$ cat src/rtl/piso_serializer.sv
// rtl/piso_serializer.sv - MSB-first parallel-in/serial-out transmitter with DIV-cycle bit periods and capture strobe
// Optional even-parity bit after the LSB when PISO_PARITY_EN is defined.
module piso_serializer #(
  parameter int WIDTH = 8,
  parameter int DIV   = 4
) (
  input  logic             Clk,
  input  logic             Rst,
  input  logic             Load,
  input  logic [WIDTH-1:0] Din,
  output logic             Ready,
  output logic             SerOut,
  output logic             SerEn,
  output logic             Done
);

`ifdef PISO_PARITY_EN
  localparam int NBITS = WIDTH + 1;
`else
  localparam int NBITS = WIDTH;
`endif
  localparam int DW = (DIV > 1) ? $clog2(DIV) : 1;
  localparam int BW = $clog2(NBITS + 1);
  localparam logic [DW-1:0] DIV_LAST = DW'(DIV - 1);
  localparam logic [BW-1:0] BIT_LAST = BW'(WIDTH - 1);

  typedef enum logic [1:0] {
    IDLE   = 2'd0,
`ifdef PISO_PARITY_EN
    PARITY = 2'd2,
`endif
    SHIFT  = 2'd1
  } state_t;

  state_t           state_q, state_d;
  logic [WIDTH-1:0] sh_q, sh_d;
  logic [BW-1:0]    bit_q, bit_d;
  logic [DW-1:0]    div_q, div_d;
  logic             ready_d, ser_d, sen_d, done_d;
`ifdef PISO_PARITY_EN
  logic             par_q, par_d;
`endif

  always_comb begin
    state_d = state_q;
    sh_d    = sh_q;
    bit_d   = bit_q;
    div_d   = div_q;
    done_d  = 1'b0;
`ifdef PISO_PARITY_EN
    par_d   = par_q;
`endif
    case (state_q)
      IDLE: begin
        if (Load) begin
          state_d = SHIFT;
          sh_d    = Din;
          bit_d   = '0;
          div_d   = '0;
`ifdef PISO_PARITY_EN
          par_d   = ^Din;
`endif
        end
      end
      SHIFT: begin
        if (div_q == DIV_LAST) begin
          div_d = '0;
          sh_d  = {sh_q[WIDTH-2:0], 1'b0};
          bit_d = bit_q + 1'b1;
          if (bit_q == BIT_LAST) begin
`ifdef PISO_PARITY_EN
            state_d = PARITY;
`else
            state_d = IDLE;
            done_d  = 1'b1;
`endif
          end
        end else begin
          div_d = div_q + 1'b1;
        end
      end
`ifdef PISO_PARITY_EN
      PARITY: begin
        if (div_q == DIV_LAST) begin
          div_d   = '0;
          state_d = IDLE;
          done_d  = 1'b1;
        end else begin
          div_d = div_q + 1'b1;
        end
      end
`endif
      default: state_d = IDLE;
    endcase

    // Outputs are computed from next-state values so they can be registered without adding latency.
    ready_d = (state_d == IDLE);
    sen_d   = (state_d != IDLE) && (div_d == DIV_LAST);
    ser_d   = 1'b0;
    if (state_d == SHIFT) begin
      ser_d = sh_d[WIDTH-1];
    end
`ifdef PISO_PARITY_EN
    else if (state_d == PARITY) begin
      ser_d = par_d;
    end
`endif
  end

  always_ff @(posedge Clk) begin
    if (Rst) begin
      state_q <= IDLE;
      sh_q    <= '0;
      bit_q   <= '0;
      div_q   <= '0;
      Ready   <= 1'b1;
      SerOut  <= 1'b0;
      SerEn   <= 1'b0;
      Done    <= 1'b0;
`ifdef PISO_PARITY_EN
      par_q   <= 1'b0;
`endif
    end else begin
      state_q <= state_d;
      sh_q    <= sh_d;
      bit_q   <= bit_d;
      div_q   <= div_d;
      Ready   <= ready_d;
      SerOut  <= ser_d;
      SerEn   <= sen_d;
      Done    <= done_d;
`ifdef PISO_PARITY_EN
      par_q   <= par_d;
`endif
    end
  end

endmodule

$ cat config.mk
export PLATFORM = sky130hd
export DESIGN_NAME = piso_serializer
export DESIGN_NICKNAME = d
export VERILOG_FILES = /design/src/rtl/piso_serializer.sv
export SDC_FILE = /design/constraint.sdc
export NUM_CORES = 1
export LEC_CHECK = 0
export BUFFER_PORTS_ARGS = -buffer_cell sky130_fd_sc_hd__buf_2
export CAP_MARGIN = 20
export CORE_UTILIZATION = 45
export CTS_BUF_LIST = sky130_fd_sc_hd__clkbuf_8 sky130_fd_sc_hd__clkbuf_16
export CTS_CLUSTER_DIAMETER = 150
export DETAILED_ROUTE_END_ITERATION = 8
export PLACE_DENSITY = 0.66
export SETUP_SLACK_MARGIN = 0.3
export SYNTH_ARGS = -nofsm -noshare
export SYNTH_HDL_FRONTEND = slang
export SYNTH_SLANG_ARGS = --single-unit
$ cat constraint.sdc
create_clock -name Clk -period 1.52 [get_ports Clk]
set_input_delay 0.152 -clock Clk [delete_from_list [all_inputs] [get_ports Clk]]
set_output_delay 0.152 -clock Clk [all_outputs]
set_load 0.005 [all_outputs]
### Word-level counts from Yosys, hierarchy flattened

Index checks and enable logic that the tools add are counted.

* output and inout port bits: 4
* register bits after elaboration: 20
* logic and storage cells: 43
* input bits: 11

* mux-type cells: 14
* $add $sub $neg: 2
* equality and inequality tests: 7
* reductions and logical operators: 8
* bitwise logic cells: 3

Operators by type and width (count)
* 2-to-1 mux 8 bit: 2
* one-hot mux 8 bit (2 select lines): 1
* 2-to-1 mux 2 bit: 5
* 2-to-1 mux 4 bit: 2
* one-hot mux 2 bit (2 select lines): 2
* one-hot mux 4 bit (2 select lines): 1
* adder 4 x 1 -> 4 bit, second input constant: 1
* equality test 2 x 1 -> 1 bit, second input constant: 2
* equality test 2 bit, second input constant: 2
* equality test 4 x 3 -> 1 bit, second input constant: 1
* zero test 2 bit: 2
* inequality test 2 bit, second input constant: 2
* nonzero test 2 bit: 2
* inverter 1 bit: 3
* AND reduction 3 bit: 1
* OR reduction 3 bit: 1
* adder 2 x 1 -> 2 bit, second input constant: 1
* OR reduction 2 bit: 1
* logical AND 1 bit: 1
* 2-to-1 mux 1 bit: 1

### Longest topological paths before layout

Gate-level depths: netlist (run 1).

* word-level depth: 7
* gate-level depth with buffers: 5
* gate-level depth less buffers: 4

### Least setup slack after synthesis (run 1)

OpenSTA, ideal clock, no wires.

* path type: reg-to-reg
* start point: register bit_q[0]
* end point: register SerEn
* arrival: 1.259 ns
* library setup time: 0.073 ns
* clock period less this slack: 1.332 ns
* cell stages (with the launch flop): 5
* path slack: 0.188 ns
* required time: 1.447 ns
* path through: dfxtp_1 ha_1 and3b_2 a311o_2 nor3_2

* longest elaborated chain between the ends: 6

RTL lines
* start: declaration: line 37 `logic [BW-1:0] bit_q, bit_d;`
* start signal: assignment: line 126 `bit_q <= bit_d;`
* equality test 4 x 3 -> 1 bit: line 70 `if (bit_q == BIT_LAST) begin`
* 2-to-1 mux 2 bit: line 70
* 2-to-1 mux 2 bit: line 66 `if (div_q == DIV_LAST) begin`
* one-hot mux 2 bit (2 select lines): line 53 `case (state_q)`
* nonzero test 2 bit: line 98 `sen_d = (state_d != IDLE) && (div_d == DIV_LAST);`
* logical AND 1 bit: line 98
* end signal: assignment: line 130 `SerEn <= sen_d;`
* end: declaration: line 13 `output logic SerEn,`

No other way between the ends.
A chain may end at the register's enable or synchronous reset.

### Worst setup path after layout (run 1)

* start point: register state_q[0]
* end point: register bit_q[1]

* longest elaborated chain between the ends: 3
* elaborated cells between the ends (all ways): 7
* those cells by class: 3 x eq/ne; 1 x mux; 3 x reduce/logical

RTL lines
* start: declaration: line 35 `state_t state_q, state_d;`
* start signal: assignment: line 124 `state_q <= state_d;`
* equality test 2 x 1 -> 1 bit or zero test 2 bit (tied branches): line 53
* inequality test 2 bit (no line) or nonzero test 2 bit (tied branches)
* AND reduction 3 bit (no line)

Parallel ways exist; a longest one is shown, timed or not.

==> results of run 1 <==
## kinds of logic (layout without fill, tap and decap cells)
family	count (synthesis)	count (layout)	share of synthesized area, %
and+or+nand+nor	30	31	23.5
AOI/OAI and AO/OA	24	24	20.0
DFF	20	20	47.1
buffers and inverters	8	26	5.00
adders and majority gates	2	2	2.94
other	1	1	0.441
xor gates and xnor gates	1	1	1.03
## synthesized netlist by cell type, types with 2 or more instances
master	number	area, um^2
o21ai_0	2	10.0
nand2_1	3	11.3
a22oi_1	6	45.0
and3b_2	2	20.0
dfxtp_1	20	400
a21oi_1	11	55.1
ha_1	2	25.0
a32oi_1	2	17.5
nand3_1	11	55.1
nor2_1	4	15.0
buf_2	3	15.0
inv_1	2	7.51
## worst paths after layout
path                   start        to  depth (start not counted)
hold / removal        Din[0]   sh_q[0]                          3
hold reg to reg      sh_q[4]   sh_q[4]                          2
setup / recovery  state_q[0]  bit_q[1]                          3
setup reg to reg  state_q[0]  bit_q[1]                          3
## registers in the layout, summed over array words and instances (netlist names)
register	count
state_q	2
sh_q	8
Done	1
SerEn	1
div_q	2
bit_q	4
SerOut	1
Ready	1
## routing by layer
layer	track usage, %	vias up	share of wire (%)
li1	-	350	-
met1	23.5	315	51
met2	26.9	11	45
met3	3.97	4	2.2
met4	8.48	0	1.4
met5	0	-	0
## per-stage QoR
stage,std cells,instance area (um^2),power (uW),hold slack (ns),setup WS (ns)
after floorplan,86,868,610,0.288,0.300
after detailed placement,120,942,631,0.397,0.131
after global placement,120,942,630,0.392,0.162
after global routing,130,1080,1070,0.157,0.229
final,130,1080,1020,0.135,0.255
after CTS,127,1040,1020,0.129,0.270
## worst max-delay path, cell delays in order (launching register included)
cell and delay [ns]:
dfxtp_4 0.41, or3b_2 0.55, nand3_1 0.11, a21oi_1 0.07
## cell type report
type	count	area, um^2	share of cell area [%]
sequential	20	413	38.2
clock buffer	4	55.1	5.10
timing repair buffer	20	115	10.7
inverter	2	7.51	0.695
multi-input combinational	59	458	42.4
tap	25	31.3	2.90
## power breakdown
part / switching (uW) / leakage (uW) / internal [uW]
clock: 164 / 0.0000288 / 230
combinational: 36.0 / 0.000245 / 37.9
sequential: 15.3 / 0.000166 / 538
total: 215 / 0.000440 / 805
## timing repair
| action | 4_1_cts | 5_1_grt |
|---|---|---|
| pin swaps | 3 | 5 |
| resized for setup | 7 | 6 |
| setup buffers | 3 | 2 |
| endpoints found under the setup margin | 16 | 11 |
| gates cloned | 0 | 1 |
==> flow_summary.toml, run 1 <==
[route]
dr.pass1.iters = 4
drtIter0Drc = 12
postRouteAntennaNets = 0
viasPerCell = 5.23
routedWlPerCell_um = 13.0
drc = 0
wl_um = 1700
num_vias = 680

[clock_network]
cts_sinks = 20
h-tree-depth = 1
cts_root_buf = "clkbuf_8"
insertion_delay_ns = 0.25
hold_buffers = 0
clk_pin_slew_ns = 0.07
cts_tree = "done"
cts_buffers = 3
clockBufferDepth = 2

[setup_path]
crit_fanout = 12
rrSetupSlack_ns = 0.25
crit_required_ns = 1.65
cp-start-kind = "flop"
endpoint_kind = "flop"
arrival_ns = 1.39
crit_type = "reg -> reg"

[synthesis]
synth.net_count = 99
synth_edf_count = 0
synth_area_um2 = 851
synth.distinct_cells = 30
yosysSeqAreaShare_pct = 47.1
synth-async-reset-ratio_pct = 0
synthCells = 86
ys_ff_latch = 20
yosys_warnings = 0
synth_ff_type = "dfxtp_1"
synth.avg_cell_area_um2 = 9.89

[floorplan]
coreArea_mm2 = 0.00175
die_y_um = 45.5
num_io_pins = 15
die_w_um = 45.5
start_util_pct = 48.7
rows = 15
die-area_mm2 = 0.00207

[timing]
fmax_mhz = 790
period_minus_slack_ns = 1.27
drv_slew = 0
setup_viol = 0
timing.setup.tns_ns = 0
skew_ns = 0.00232
hold_violations = 0
period_share_pct = 83.2
rsz0062_at_grt = "true"

[min_path]
worstHoldPathType = "in -> reg"

[cells_and_area]
drive_gt1_share_pct = 42.9
layout_common_cells = "dfxtp_1, buf_2, nand3_1, a21oi_1"
n_fill_cell = 156
utilization_pct = 61.9
area_growth_pct = 26.9
num_antenna_cells = 0
nets = 119

[grt]
first_global_vias = 603
grt_start_max_net_pins = 17
grt_antenna_before_repair = 0
grt-ovfl-total = 0
grt_pass1_wl_um = 2610
track_usage_pct = 17.7

[status]
outcome = "complete, no violations"

[power]
p_leak_uw = 0.000440
power_density_mw_per_mm2 = 945
ir_drop_v = 0.000563

[place]
place.port_buffers = 14
dp_hpwl_um = 1090
gp_congestion = 0.716

[run]
maxCapViolations = 0
(Power assumes the default switching activity.)
==> run 2: changes to the inputs <==
Settings changed: PLACE_DENSITY 0.66 to 0.69.
Clock period 1.52 ns to 1.13 ns, I/O delays scaled along.
==> run 2 against run 1 <==
Effect of this change:
- the run now ends with negative setup slack left
- register-to-register slack lost 0.36 ns
- clock power increased by 39%
- combinational power rose by 130%
- largest power group unchanged
- utilization up 14 points
- final cell count increased by 12%
- first-iteration DRC count grew to 2.9 times the previous value
- via count increased by 21%
- wire length increased by 38%
- worst setup slack lost 0.36 ns
- critical path depth up 1
- critical path type unchanged
- sequential power is 34% higher
==> flow_summary.toml, run 2 (synthesis results as in run 1) <==
[status]
outcome = "finished with violations"
failed_checks = "negative setup slack"

[setup_path]
endpoint_kind = "flop"
crit_type = "reg -> reg"
crit_fanout = 4
critPathLaunch = "bit_q[1]"
crit_required_ns = 1.33
rrSetupSlack_ns = -0.11
arrival_ns = 1.43
r2r_start = "bit_q[1]"
worstRegToRegCells = 4
r2r_end = "SerEn"
cp-start-kind = "flop"

[floorplan]
coreArea_mm2 = 0.00175
die_w_um = 45.5
num_io_pins = 15
start_util_pct = 48.7
rows = 15
die_y_um = 45.5
die-area_mm2 = 0.00207

[grt]
grt_antenna_before_repair = 0
first_global_vias = 714
grt-ovfl-total = 0
grt_start_max_net_pins = 16
track_usage_pct = 22.3
grt_pass1_wl_um = 3230

[timing]
skew_ns = 0.00352
fmax_mhz = 808
period_share_pct = 110
hold_violations = 0
rsz0062_at_grt = "true"
period_minus_slack_ns = 1.24
drv_slew = 0
setup_viol = 17
fin_ws_ns = -0.108

[place]
place.port_buffers = 14
dp.cells = 131
placed_cell_area_mm2 = 0.00107
gp_congestion = 0.777
place_ws_ns = -0.137
dp_hpwl_um = 1210

[route]
viasPerCell = 5.68
drtIter0Drc = 35
drc = 0
postRouteAntennaNets = 0
wl_um = 2340
routedWlPerCell_um = 16.1
num_vias = 823
dr.pass1.iters = 4

[power]
ir_drop_v = 0.000819
power_density_mw_per_mm2 = 1100
p_leak_uw = 0.000538

[clock_network]
clk_pin_slew_ns = 0.07
cts_root_buf = "clkbuf_8"
cts_sinks = 20
cts_buffers = 3
insertion_delay_ns = 0.26
h-tree-depth = 1
cts_tree = "done"
clockBufferDepth = 2

[cells_and_area]
utilization_pct = 76.3
drive_gt1_share_pct = 61.7
num_antenna_cells = 0
largest_register_ffs = 8
fin_cells = 145
reg_top3 = "sh_q x8, bit_q x4"
area_growth_pct = 56.5
n_fill_cell = 118
top_register = "sh_q"
nets = 134
layout_common_cells = "dfxtp_1, buf_2, buf_4"
design_area_mm2 = 0.00133

[min_path]
hold_end = "sh_q[0]"
min_from = "Din[0]"
whs_path_depth = 3
worstHoldPathType = "in -> reg"

[run]
maxCapViolations = 0
[run 2: through the flow]
step,TNS [ns],hold WS [ns],power (uW)
6_report,-0.974,0.0939,1470
5_1_grt,-1.56,0.109,1510
4_1_cts,-0.742,0.0926,1430
3_5_place_dp,-1.04,0.371,880
3_3_place_gp,-0.863,0.358,876
2_1_floorplan,-0.724,0.253,834
[run 2: final cells by class]
class	count	area [um^2]	area share, %
clock buffers	4	55.1	4.14
repair buffers	35	262	19.6
inverters	2	7.51	0.564
flip-flops and latches	20	415	31.2
multi-input cells	59	561	42.1
well taps	25	31.3	2.35
[run 2: how the worst max path moves through the flow]
| stage | endpoint | cells past startpoint |
|---|---|---|
| 2_1_floorplan | SerOut | 4 |
| 3_3_place_gp | SerOut | 4 |
| 3_5_place_dp | SerOut | 4 |
| 4_1_cts | SerEn | 4 |
| 5_1_grt | sh_q[7] | 5 |
| 6_report | SerEn | 4 |
[run 2: metal layers]
metal	vias up	part of all wire (%)	GRT usage (%)
met5	-	0	0
li1	383	-	-
met4	0	2.4	14.5
met1	394	42	27.6
met2	37	48	34.9
met3	9	6.8	4.37
[run 2: critical path, stage by stage, from the launching register on]
cell,delay [ns]
dfxtp_2,0.34
ha_4,0.16
and3b_2,0.20
a311o_2,0.36
nor3_2,0.11
[run 2: timing repair]
action / 4_1_cts / 5_1_grt
pin swaps: 4 / 8
gates cloned: 1 / 1
endpoints found under the setup margin: 19 / 20
buffers inserted: 5 / 3
hold buffers: 0 / 0
resized for setup: 6 / 25
[run 2: report_power, final]
part	switching (uW)	internal (uW)	total, uW
Clock	239	311	549
Sequential	20.8	722	742
Combinational	81.8	91.5	173
Total	341	1120	1470
==> run 3: changes to the inputs <==
Settings changed: SKIP_LAST_GASP from default to 1.
==> run 3 against run 2 <==
Effect of this change:
- the flow still finishes with violations (negative setup slack)
- critical path depth unchanged
- non-clock buffer count stayed put
- final cell count did not move
- total power hardly changed
- maximum frequency decreased by 0.60%
- worst hold slack better by 0.014 ns
- utilization up 0.50 points
==> flow_summary.toml, run 3 (synthesis results as in run 1) <==
[status]
outcome = "finished with violations"
failed_checks = "negative setup slack"

[clock_network]
cts_root_buf = "clkbuf_8"
insertion_delay_ns = 0.26
cts_tree = "done"
clockBufferDepth = 2
hold_buffers = 0
cts_buffers = 3
clk_pin_slew_ns = 0.07
cts_sinks = 20
h-tree-depth = 1

[cells_and_area]
nets = 134
area_growth_pct = 57.5
num_antenna_cells = 0
drive_gt1_share_pct = 67.5
top_register = "sh_q"
utilization_pct = 76.8
largest_register_ffs = 8
reg_top3 = "sh_q x8, bit_q x4"
layout_common_cells = "dfxtp_1, buf_2, buf_4"

[route]
drtIter0Drc = 28
num_vias = 815
drc = 0
dr.pass1.iters = 4
routedWlPerCell_um = 16.7
viasPerCell = 5.62
postRouteAntennaNets = 0
wl_um = 2420

[place]
place.port_buffers = 14
dp_hpwl_um = 1210
gp_congestion = 0.777
place_ws_ns = -0.137

[setup_path]
cp-start-kind = "flop"
arrival_ns = 1.43
worstRegToRegCells = 4
r2r_end = "SerEn"
cp_slowest_cell = "a311o_2"
crit_family = "compound AO/OA/AOI/OAI gates"
r2r_start = "bit_q[1]"
endpoint_kind = "flop"
rrSetupSlack_ns = -0.12
crit_type = "reg -> reg"
crit_required_ns = 1.32
crit_fanout = 4
crit_buf_inv = 0
path_cells = "ha_4 > and3b_2 > a311o_2 > nor3_2"
cp_slowest_stage_delay_ns = 0.35

[grt]
grt-ovfl-total = 0
grt_antenna_before_repair = 0
first_global_vias = 718
grt_pass1_wl_um = 3220
track_usage_pct = 22.2
grt_start_max_net_pins = 16

[timing]
period_minus_slack_ns = 1.25
fin_ws_ns = -0.115
rsz0062_at_grt = "true"
fmax_mhz = 803
timing.setup.tns_ns = -1.04
setup_viol = 19
period_share_pct = 110
skew_ns = 0.00269
drv_slew = 0
hold_violations = 0

[power]
power_density_mw_per_mm2 = 1090
ir_drop_v = 0.000871
p_leak_uw = 0.000537

[floorplan]
die_w_um = 45.5
die_y_um = 45.5
coreArea_mm2 = 0.00175
die-area_mm2 = 0.00207
start_util_pct = 48.7
rows = 15
num_io_pins = 15

[min_path]
worstHoldPathType = "in -> reg"
hold_end = "sh_q[0]"
whs_path_depth = 3
min_from = "Din[0]"

[run]
maxCapViolations = 0
-- run 3: stage by stage --
step | hold WS (ns) | area, um^2 | std cells | power [uW]
floorplan | 0.253 | 928 | 86 | 834
global placement | 0.358 | 1070 | 131 | 876
detailed placement | 0.371 | 1070 | 131 | 880
CTS | 0.0926 | 1200 | 141 | 1430
global route | 0.113 | 1340 | 145 | 1510
finish | 0.107 | 1340 | 145 | 1470
-- run 3: layout make-up --
type | count | area [um^2]
inverters | 2 | 7.51
well taps | 25 | 31.3
clock buffers | 4 | 55.1
flip-flops and latches | 20 | 415
fillers | 115 | 405
multi-input cells | 59 | 577
repair buffers | 35 | 254
-- run 3: power by group --
| group | switching, uW | internal [uW] |
|---|---|---|
| logic | 85.5 | 91.0 |
| registers | 21.4 | 722 |
| clock network | 236 | 310 |
| total | 343 | 1120 |
-- run 3: worst max path at each step --
| stage | startpoint | endpoint | slack [ns] | cells after the start |
|---|---|---|---|---|
| 3_5_place_dp | bit_q[1] | SerOut | -0.14 | 4 |
| 3_3_place_gp | bit_q[1] | SerOut | -0.11 | 4 |
| 2_1_floorplan | bit_q[1] | SerOut | -0.09 | 4 |
| 5_1_grt | bit_q[1] | SerEn | -0.14 | 4 |
| 4_1_cts | bit_q[1] | SerEn | -0.08 | 4 |
| 6_report | bit_q[1] | SerEn | -0.12 | 4 |
-- run 3: routing by layer --
layer	vias up	GRT usage [%]	part of all wire, %
li1	383	-	-
met1	403	27.3	45
met2	21	34.9	49
met3	8	4.37	3.7
met4	0	14.5	2.2
met5	-	0	0
-- run 3: timing repair --
action | in CTS | in global routing
resized for setup | 6 | 29
endpoints found under the hold margin | 0 | 0
setup buffers | 5 | 3
setup endpoints to repair | 19 | 20
pin swaps | 4 | 12
cloned | 1 | 1
-- run 3: worst min-delay path: stages --
cell,delay [ns]
buf_2,0.09
nand2_1,0.07
a21oi_2,0.05
